### config.mk
export PLATFORM = sky130hd
export DESIGN_NAME = agc_servo
export DESIGN_NICKNAME = d
export VERILOG_FILES = /design/src/rtl/agc_servo_pkg.sv /design/src/rtl/agc_servo_step.sv /design/src/rtl/agc_servo.sv
export SDC_FILE = /design/constraint.sdc
export NUM_CORES = 1
export LEC_CHECK = 0
export ABC_AREA = 1
export BUFFER_PORTS_ARGS = -buffer_cell sky130_fd_sc_hd__buf_2
export CORE_MARGIN = 5
export CORE_UTILIZATION = 50
export DETAILED_ROUTE_END_ITERATION = 8
export PLACE_DENSITY = 0.73
export SYNTH_ARGS = -nofsm -noshare
export SYNTH_HDL_FRONTEND = slang
export SYNTH_HIERARCHICAL = 1
export SYNTH_SLANG_ARGS = --single-unit
### constraint.sdc
create_clock -name clk_i -period 7.4 [get_ports clk_i]
set_clock_uncertainty 0.05 [all_clocks]
set_input_delay 1.11 -clock clk_i [delete_from_list [all_inputs] [get_ports clk_i]]
set_output_delay 1.11 -clock clk_i [all_outputs]
set_load 0.03 [all_outputs]
### src/rtl/agc_servo_pkg.sv
// Shared types and widths for the AGC servo controller.
package agc_servo_pkg;

   localparam int SCALE_W = 17;
   localparam int OFS_W   = 8;
   localparam int SQ_W    = 24;
   localparam int CNT_W   = 21;
   localparam int STEP_W  = 13;

   localparam logic [SCALE_W-1:0] SCALE_MAX = 17'h1FFFF;

   typedef enum logic [2:0] {
      ST_IDLE,
      ST_RST,
      ST_TICK,
      ST_WAIT,
      ST_CALC,
      ST_LOAD,
      ST_APPLY,
      ST_HOLD
   } state_t;

endpackage

### src/rtl/agc_servo_step.sv
// Combinational saturating next-value computation for AGC scale and offset.
// AGC_SERVO_PROPORTIONAL_EN selects an error-proportional scale step instead of a fixed one.
module agc_servo_step
   import agc_servo_pkg::*;
#(
   parameter int SCALE_STEP = 64,
   parameter int SCALE_MIN  = 1024
`ifdef AGC_SERVO_PROPORTIONAL_EN
   ,
   parameter int STEP_SHIFT = 6
`endif
) (
   input  logic        [SCALE_W-1:0] scale,
   input  logic signed [OFS_W-1:0]   offset,
   input  logic        [SQ_W-1:0]    sq,
   input  logic        [CNT_W-1:0]   gt,
   input  logic        [CNT_W-1:0]   lt,
   input  logic        [SQ_W-1:0]    target_lo,
   input  logic        [SQ_W-1:0]    target_hi,
   input  logic        [CNT_W-1:0]   deadband,
   output logic        [SCALE_W-1:0] scale_next,
   output logic signed [OFS_W-1:0]   offset_next,
   output logic                      scale_hit,
   output logic                      ofs_hit
);

   localparam logic [SCALE_W-1:0]      SCALE_MIN_S = SCALE_W'(SCALE_MIN);
   localparam logic signed [OFS_W-1:0] OFS_MIN = {1'b1, {(OFS_W-1){1'b0}}};
   localparam logic signed [OFS_W-1:0] OFS_MAX = {1'b0, {(OFS_W-1){1'b1}}};

   logic              sq_hi, sq_lo;
   logic [STEP_W-1:0] step;

   assign sq_hi = sq > target_hi;
   assign sq_lo = sq < target_lo;

`ifdef AGC_SERVO_PROPORTIONAL_EN
   logic [SQ_W-1:0] err, err_sh;

   always_comb begin
      err    = sq_hi ? (sq - target_hi) : (target_lo - sq);
      err_sh = err >> STEP_SHIFT;
      if (err_sh == '0)
         step = STEP_W'(1);
      else if (err_sh > SQ_W'(4096))
         step = STEP_W'(4096);
      else
         step = err_sh[STEP_W-1:0];
   end
`else
   assign step = STEP_W'(SCALE_STEP);
`endif

   logic [SCALE_W:0] inc_x, floor_x;

   // One extra bit catches the carry past SCALE_MAX and the MIN+step sum.
   assign inc_x   = {1'b0, scale} + (SCALE_W+1)'(step);
   assign floor_x = {1'b0, SCALE_MIN_S} + (SCALE_W+1)'(step);

   always_comb begin
      scale_next = scale;
      if (sq_hi) begin
         if ({1'b0, scale} >= floor_x)
            scale_next = scale - SCALE_W'(step);
         else
            scale_next = SCALE_MIN_S;
      end else if (sq_lo) begin
         if (inc_x[SCALE_W])
            scale_next = SCALE_MAX;
         else
            scale_next = inc_x[SCALE_W-1:0];
      end
   end

   logic [CNT_W:0] gt_x, lt_x, gt_lim, lt_lim;
   logic           ofs_dn, ofs_up;

   assign gt_x   = {1'b0, gt};
   assign lt_x   = {1'b0, lt};
   assign gt_lim = gt_x + {1'b0, deadband};
   assign lt_lim = lt_x + {1'b0, deadband};
   assign ofs_dn = gt_x > lt_lim;
   assign ofs_up = lt_x > gt_lim;

   always_comb begin
      offset_next = offset;
      if (ofs_dn) begin
         if (offset != OFS_MIN)
            offset_next = offset - 8'sd1;
      end else if (ofs_up) begin
         if (offset != OFS_MAX)
            offset_next = offset + 8'sd1;
      end
   end

   assign scale_hit = sq_hi | sq_lo;
   assign ofs_hit   = ofs_dn | ofs_up;

endmodule

### src/rtl/agc_servo.sv
// Closed-loop AGC servo: requests a measurement, reads the accumulators, steps scale/offset.
// Define AGC_SERVO_PROPORTIONAL_EN for an error-proportional scale step.
module agc_servo
   import agc_servo_pkg::*;
#(
   parameter int SCALE_STEP     = 64,
   parameter int SCALE_MIN      = 1024,
   parameter int TIMEOUT_CYCLES = 262144
`ifdef AGC_SERVO_PROPORTIONAL_EN
   ,
   parameter int STEP_SHIFT     = 6
`endif
) (
   input  logic                      clk_i,
   input  logic                      rst_i,
   input  logic                      en_i,
   input  logic        [SQ_W-1:0]    target_lo_i,
   input  logic        [SQ_W-1:0]    target_hi_i,
   input  logic        [CNT_W-1:0]   ofs_deadband_i,
   input  logic        [SCALE_W-1:0] scale_init_i,
   input  logic signed [OFS_W-1:0]   offset_init_i,
   input  logic        [15:0]        holdoff_i,
   input  logic        [SQ_W-1:0]    sq_accum_i,
   input  logic        [CNT_W-1:0]   gt_accum_i,
   input  logic        [CNT_W-1:0]   lt_accum_i,
   input  logic                      agc_done_i,
   output logic                      agc_rst_o,
   output logic                      agc_tick_o,
   output logic        [SCALE_W-1:0] agc_scale_o,
   output logic signed [OFS_W-1:0]   agc_offset_o,
   output logic                      agc_scale_ce_o,
   output logic                      agc_offset_ce_o,
   output logic                      agc_apply_o,
   output logic                      locked_o,
   output logic                      timeout_o,
   output logic                      busy_o
);

   localparam int                   WAIT_W      = $clog2(TIMEOUT_CYCLES);
   localparam logic [WAIT_W-1:0]    WAIT_TERM   = WAIT_W'(TIMEOUT_CYCLES - 1);
   localparam logic [SCALE_W-1:0]   SCALE_MIN_S = SCALE_W'(SCALE_MIN);

   state_t              state, state_n;
   logic [WAIT_W-1:0]   wait_cnt;
   logic [15:0]         hold_cnt;
   logic                wait_term;

   logic        [SQ_W-1:0]  sq_p1;
   logic        [CNT_W-1:0] gt_p1, lt_p1;
   logic        [SCALE_W-1:0] scale_next;
   logic signed [OFS_W-1:0]   offset_next;
   logic                      scale_hit, ofs_hit;

   assign wait_term = (wait_cnt == WAIT_TERM);
   assign busy_o    = (state != ST_IDLE);

   always_comb begin
      state_n = state;
      case (state)
         ST_IDLE:  if (en_i) state_n = ST_RST;
         ST_RST:   state_n = ST_TICK;
         ST_TICK:  state_n = ST_WAIT;
         ST_WAIT: begin
            if (agc_done_i)
               state_n = ST_CALC;
            else if (wait_term)
               state_n = ST_IDLE;
         end
         ST_CALC:  state_n = ST_LOAD;
         ST_LOAD:  state_n = ST_APPLY;
         ST_APPLY: state_n = ST_HOLD;
         ST_HOLD:  if (hold_cnt == holdoff_i) state_n = en_i ? ST_RST : ST_IDLE;
         default:  state_n = ST_IDLE;
      endcase
   end

   always_ff @(posedge clk_i) begin
      if (rst_i) begin
         state           <= ST_IDLE;
         wait_cnt        <= '0;
         hold_cnt        <= '0;
         agc_rst_o       <= 1'b0;
         agc_tick_o      <= 1'b0;
         agc_scale_ce_o  <= 1'b0;
         agc_offset_ce_o <= 1'b0;
         agc_apply_o     <= 1'b0;
         agc_scale_o     <= '0;
         agc_offset_o    <= '0;
         locked_o        <= 1'b0;
         timeout_o       <= 1'b0;
      end else begin
         state           <= state_n;
         // Strobes decode the next state so each is a clean flop output.
         agc_rst_o       <= (state_n == ST_RST);
         agc_tick_o      <= (state_n == ST_TICK);
         agc_scale_ce_o  <= (state_n == ST_LOAD);
         agc_offset_ce_o <= (state_n == ST_LOAD);
         agc_apply_o     <= (state_n == ST_APPLY);
         wait_cnt        <= (state == ST_WAIT) ? wait_cnt + 1'b1 : '0;
         hold_cnt        <= (state == ST_HOLD) ? hold_cnt + 1'b1 : '0;

         if (state == ST_IDLE && en_i) begin
            agc_scale_o  <= (scale_init_i < SCALE_MIN_S) ? SCALE_MIN_S : scale_init_i;
            agc_offset_o <= offset_init_i;
            locked_o     <= 1'b0;
         end
         if (state == ST_WAIT && !agc_done_i && wait_term) begin
            timeout_o <= 1'b1;
            locked_o  <= 1'b0;
         end
         if (state == ST_CALC) begin
            agc_scale_o  <= scale_next;
            agc_offset_o <= offset_next;
            locked_o     <= !(scale_hit || ofs_hit);
         end
      end
   end

   // Accumulator capture stage: data only, no reset needed.
   always_ff @(posedge clk_i) begin
      if (state == ST_WAIT && agc_done_i) begin
         sq_p1 <= sq_accum_i;
         gt_p1 <= gt_accum_i;
         lt_p1 <= lt_accum_i;
      end
   end

   agc_servo_step #(
      .SCALE_STEP (SCALE_STEP),
      .SCALE_MIN  (SCALE_MIN)
`ifdef AGC_SERVO_PROPORTIONAL_EN
      ,
      .STEP_SHIFT (STEP_SHIFT)
`endif
   ) u_step (
      .scale       (agc_scale_o),
      .offset      (agc_offset_o),
      .sq          (sq_p1),
      .gt          (gt_p1),
      .lt          (lt_p1),
      .target_lo   (target_lo_i),
      .target_hi   (target_hi_i),
      .deadband    (ofs_deadband_i),
      .scale_next  (scale_next),
      .offset_next (offset_next),
      .scale_hit   (scale_hit),
      .ofs_hit     (ofs_hit)
   );

endmodule

# After elaboration in Yosys (flattened, before gate mapping)

Cells that the tools add are included.

Flip-flop bits (word level): 134
Input bits: 180
Output and inout port bits: 33
Word-level logic and storage cells: 88

Add/sub/neg operators: 8
Magnitude comparators: 6
Equality and inequality tests: 19
Muxes and demuxes: 22
Bitwise gates (word level): 4
Reduce and logical (&&, ||, !) cells: 15

Operator list:

| kind                  | number |
|---|---|
| $mux 17               | 7 |
| $mux 8                | 6 |
| $add 21x21->22        | 2 |
| $gt 21x22->1          | 2 |
| $gt 24x24->1          | 1 |
| $lt 24x24->1          | 1 |
| $pmux 3 s8            | 1 |
| $add 17x7->18 const B | 1 |
| $add 18x1->18 const B | 1 |
| $eq 18x18->1 const B  | 1 |
| $eq 3x3->1 const B    | 6 |
| $ge 17x11->1 const B  | 1 |
| $lt 17x11->1 const B  | 1 |
| $sub 17x7->17 const B | 1 |
| $add 16x1->16 const B | 1 |
| $eq 16x16->1          | 1 |
| $ne 8x8->1 const B    | 2 |
| $mux 3                | 4 |
| $eq 3x2->1 const B    | 3 |
| $ne 3x1->1 const B    | 3 |
| $add 8x2->8 const B   | 1 |
| $sub 8x2->8 const B   | 1 |
| $eq 3x1->1 const B    | 2 |
| $reduce_bool 3->1     | 2 |
| other kinds (12)      | 22 |

# Depth between registers and ports, before layout

Word-level depth: 6
Gate-level depth with buffers: 29
Gate-level depth less buffers: 29

# Modules after synthesis

The synthesis kept the hierarchy.

Modules (own cells, without submodules):

| module         | instances | cells each | area an instance (um^2) | sequential area each (um^2) |
|---|---|---|---|---|
| agc_servo_step | 1         | 961        | 5,813.1                 | 0.0 |
| agc_servo      | 1         | 552        | 5,233.8                 | 3,343.2 |

# Worst setup path after synthesis

Ideal clock, no wire load.

Path kind: in2reg
From: input ofs_deadband_i[0]
To: register agc_offset_o[3]
Library setup time: 125 ps
Arrival time: 3,957 ps
Required time: 7,225 ps
Setup slack: 3,268 ps
Cell stages on the path: 26
Path buffers: 0
Path through: ha_1 inv_1 fa_1 nor4_2 nor2_1 o21ai_2 a21boi_1 xor2_1 ha_1 nand2_1 nor2_4 inv_2 nor2_4 nand2_1 nand2_1 nand2_1 nand2_1 nand2_1 nand2_1 nand2_2 nand2_4 nand3_4 nand2_1 nand2_1 nand2_1 a31oi_1

Longest elaborated chain between the ends: 4
Elaborated cells on any way between the ends: 10
Those cells by class: add/sub (2); order compare (2); eq/ne (3); mux (2); reduce/logical (1)

Ends and longest elaborated chain:

| element                  | line                 | source |
|---|---|---|
| start: declaration       | agc_servo.sv:19      | `input logic [CNT_W-1:0] ofs_deadband_i,` |
| $add 21x21->22           | agc_servo_step.sv:81 | `assign lt_lim = lt_x + {1'b0, deadband};` |
| $gt 21x22->1             | agc_servo_step.sv:82 | `assign ofs_dn = gt_x > lt_lim;` |
| $mux 8                   | agc_servo_step.sv:87 | `if (ofs_dn) begin` |
| named net offset_next[3] | agc_servo.sv:51      | `logic signed [OFS_W-1:0] offset_next;` |
| $mux 8                   | agc_servo.sv:111     | `if (state == ST_CALC) begin` |
| end signal: assignment   | agc_servo.sv:104     | `agc_offset_o <= offset_init_i;` |
| end signal: assignment   | agc_servo.sv:113     | `agc_offset_o <= offset_next;` |
| end: declaration         | agc_servo.sv:30      | `output logic signed [OFS_W-1:0] agc_offset_o,` |

The timed path passes the listed nets, and every way through them passes these cells.
A chain may end at the register's enable or synchronous reset.

# Worst setup path after layout

From: input ofs_deadband_i[0]
To: register agc_offset_o[5]

The elaborated chain is that of the path after synthesis.

==> results by group <==
Status
  – Outcome: completed

Floorplan
  – Die width: around 160 um
  – Starting Density: 0.506
  – Placeable Area: about 0.022 mm2
  – Die area: 0.0252 mm2
  – Row Count: 54
  – Die height: 159 um
  – I/O pins: 213

Synth
  – Cell variety after synth: between 50 and 60
  – Yosys reg bits: between 100 and 150
  – Ys Warns: 6
  – Post-synth EDFFs: 66
  – Adder-cell share of the synthesized area: 0.161
  – Top cells by count, synth: nand2_1, inv_1, ha_1
  – Post-synth ARST share: 0
  – Top-count cell post-synth: nand2_1
  – XOR/XNOR Fraction of Synth Area: 0.0396
  – Syn Area/Cell: around 7.3 um2
  – Largest family of logic cells by synthesized area: simple AND/OR/NAND/NOR gates
  – Post-Synth Simple-Gate Area: 0.299
  – Share of the synthesized area in compound gates (AO/OA/AOI/OAI): 0.119
  – Post-Syn Area: ~0.011 mm2
  – Net Count, Synth: around 1800
  – Mux share of post-synthesis cell area: 0
  – Synth top area share: 0.179
  – Cell count after synthesis: roughly 1500
  – Top FF cell, synth: dfxtp_1
  – Synth top area cells: edfxtp_1, ha_1, nand2_1, dfxtp_1, inv_1
  – Biggest area consumer among synthesized cells: edfxtp_1
  – Sequential area share after synthesis: 0.303

Drt
  – DRT iter0 DRCs: between 700 and 800
  – TritonRoute pass-1 iters: 5
  – DRC Markers: 0
  – Number of routed nets with antenna violations: 0
  – DR vias: approximately 11000
  – Vias per inst: 5.35
  – Drt total wl: ~30000 um
  – Drt wl/cell: roughly 15 um

Clocking
  – H-tree levels: 4
  – CTS Hold Buffers Added: 0
  – Clk slew on worst S/H paths: roughly 60 ps
  – Post-CTS Resized: 0
  – Clk_lat worst skew: 420 ps
  – Clk sinks: approximately 130
  – Setup bufs post-CTS: 0
  – Root buf cell: clkbuf_16
  – Max clock buf depth: 2
  – CTS tree: done
  – CTS Buf Count: 17

Setup path
  – CP endpoint: agc_offset_o[5]
  – Reg-to-reg critical path startpoint: gt_p1[0]
  – CP startpoint kind: input port
  – CP startpoint: ofs_deadband_i[0]
  – Class of the most critical setup path: input port to flip-flop
  – Reg2Reg Depth: 24
  – Worst EP arrival: about 4500 ps
  – Data required, critical path: between 7000 and 8000 ps
  – Reg2Reg Capture Point: agc_offset_o[5]
  – Crit path max fanout: 9
  – Reg-to-reg setup timing slack: between 3000 and 4000 ps
  – Worst Setup End Kind: flip-flop

Timing
  – Setup Total Neg Slack: 0 ps
  – Fin crit period: between 4000 and 5000 ps
  – Crit share post-route: 0.572
  – RSZ-0062 raised after global routing: no
  – Worst-Margin Slew: roughly 910 ps
  – Relative slew slack: 0.391
  – Finish-stage setup viols: 0
  – Pins Over Slew Limit: 0
  – Hold Vio Cnt, Final: 0
  – Fmax: roughly 240 MHz

Pwr
  – LEAKAGE: between 6 and 7 nW
  – Total power: 0.00241 W
  – Maximum VDD drop: 0.0995 mV
  – Pwr Density: 186 mW/mm2

Global routing
  – Total grt overflow: 0
  – Global-route usage over all layers: 0.239
  – Antenna violations before repair: 3
  – Largest net degree at the start of global routing: 67
  – First-pass GRT wire length: just under 50000 um
  – Number of global-route vias before repair: around 11000

Placed design
  – DP Cell Count: between 1500 and 2000
  – Post-DP HPWL: ~24000 um
  – Final Wtd Congestion: roughly 0.94
  – IO buf count: around 210

Final layout
  – Fill count: a little over 2000
  – FF+latch area: ~0.0033 mm2
  – Nets: 2042
  – Final Non-Filler Cells: 2016
  – Area delta synth->final: 17.3%
  – Core Util, Final: 0.594
  – Share of layout cells above drive strength 1: 0.174
  – Multi-input logic area: 0.00684 mm2

Worst hold path
  – Hold path depth: 1
  – Hold Path Class: flip-flop to flip-flop

Run
  – Max Cap Viol: 0
[cell usage in the layout (no fill, tap or decap), types with 4 or more instances in the layout]
master	Yosys	final
inv_1	187	186
nand2_1	428	428
o21a_1	6	6
nand3_2	6	6
nor2_4	5	5
nand4_1	48	48
o21ai_1	13	13
nand3_1	73	73
xor2_1	31	31
inv_2	4	5
nor3_1	29	29
o21ai_0	53	53
nand2_2	8	8
clkbuf_16	0	19
nor2_1	106	106
nor2_2	6	6
buf_2	10	212
a21o_1	6	6
inv_6	0	4
xnor2_1	19	19
a21oi_1	106	106
dfxtp_1	68	68
ha_1	139	139
edfxtp_1	66	66
nand2_4	4	4
a31oi_1	28	28
[area by class of cell]
class / instances / area share
Tap cell: 280 / 0.0270
Inverter: 193 / 0.0560
Antenna cell: 2 / 0.000386
Multi-Input combinational cell: 1161 / 0.528
Clock buffer: 21 / 0.0374
Sequential cell: 134 / 0.258
Clock inverter: 11 / 0.0103
Timing Repair Buffer: 214 / 0.0831
[worst min-delay path by stage]
stage | from | endpoint | slack, ps
after floorplan | wait_cnt[0] | wait_cnt[0] | 370
after global placement | wait_cnt[0] | wait_cnt[0] | 380
after detailed placement | wait_cnt[0] | wait_cnt[0] | 390
after CTS | timeout_o | timeout_o | 400
after global routing | wait_cnt[0] | wait_cnt[0] | 410
final | wait_cnt[0] | wait_cnt[0] | 400
[per-stage QoR]
step                hold WS (ps)  area, um2  setup WS (ps)
finish                       397      13000           3170
floorplan                    368      11000           3270
global route                 414      13000           2890
detailed placement           387      12300           2750
CTS                          399      12900           3200
global placement             378      12300           2820
[worst max-delay path, cell delays in order]
cell and delay (ps):
buf_2 130, ha_1 220, fa_1 450, a21oi_1 300
o21ai_2 160, a21boi_1 260, xor2_1 110, ha_1 290
nand2_1 50, nor2_1 130, nand2_1 80, nor2_2 170
nand2_1 80, nand2_1 60, nand2_1 50, nand2_1 50
nand2_1 90, nand2_4 130, nand3_4 130, nand2_1 100
nand2_1 50, nand2_1 60, nand2_1 50, nand2_1 60
a31oi_1 90
[cell families (layout without fill, tap and decap cells)]
kind of cell    count (synthesis)  in the layout
simple gates                  738            738
buf+inv                       218            439
other cells                     0              2
fa+ha+maj                     141            141
flops                         134            134
compound gates                232            232
xor+xnor                       50             50
[report_power, final]
group / internal [W] / total [W] / switching [W]
clock network: 0.000544 / 0.000896 / 0.000352
logic: 0.000246 / 0.000652 / 0.000406
registers: 0.000810 / 0.000861 / 0.0000504
[routing by layer]
layer / GRT usage / vias to the layer above / routed length, um
met3: 0.0481 / 62 / 2060
met2: 0.410 / 353 / 14300
met5: 0 / - / 13
met4: 0.0833 / 2 / 879
met1: 0.300 / 4866 / 13000
li1: - / 5500 / -
[sequential cells by signal, indices dropped and copies added (netlist names)]
register         cells
sq_p1               24
gt_p1               21
lt_p1               21
wait_cnt            18
agc_scale_o         17
hold_cnt            16
agc_offset_o         8
state                3
agc_apply_o          1
agc_offset_ce_o      1
agc_rst_o            1
agc_tick_o           1
locked_o             1
timeout_o            1
(Power assumes the default switching activity.)
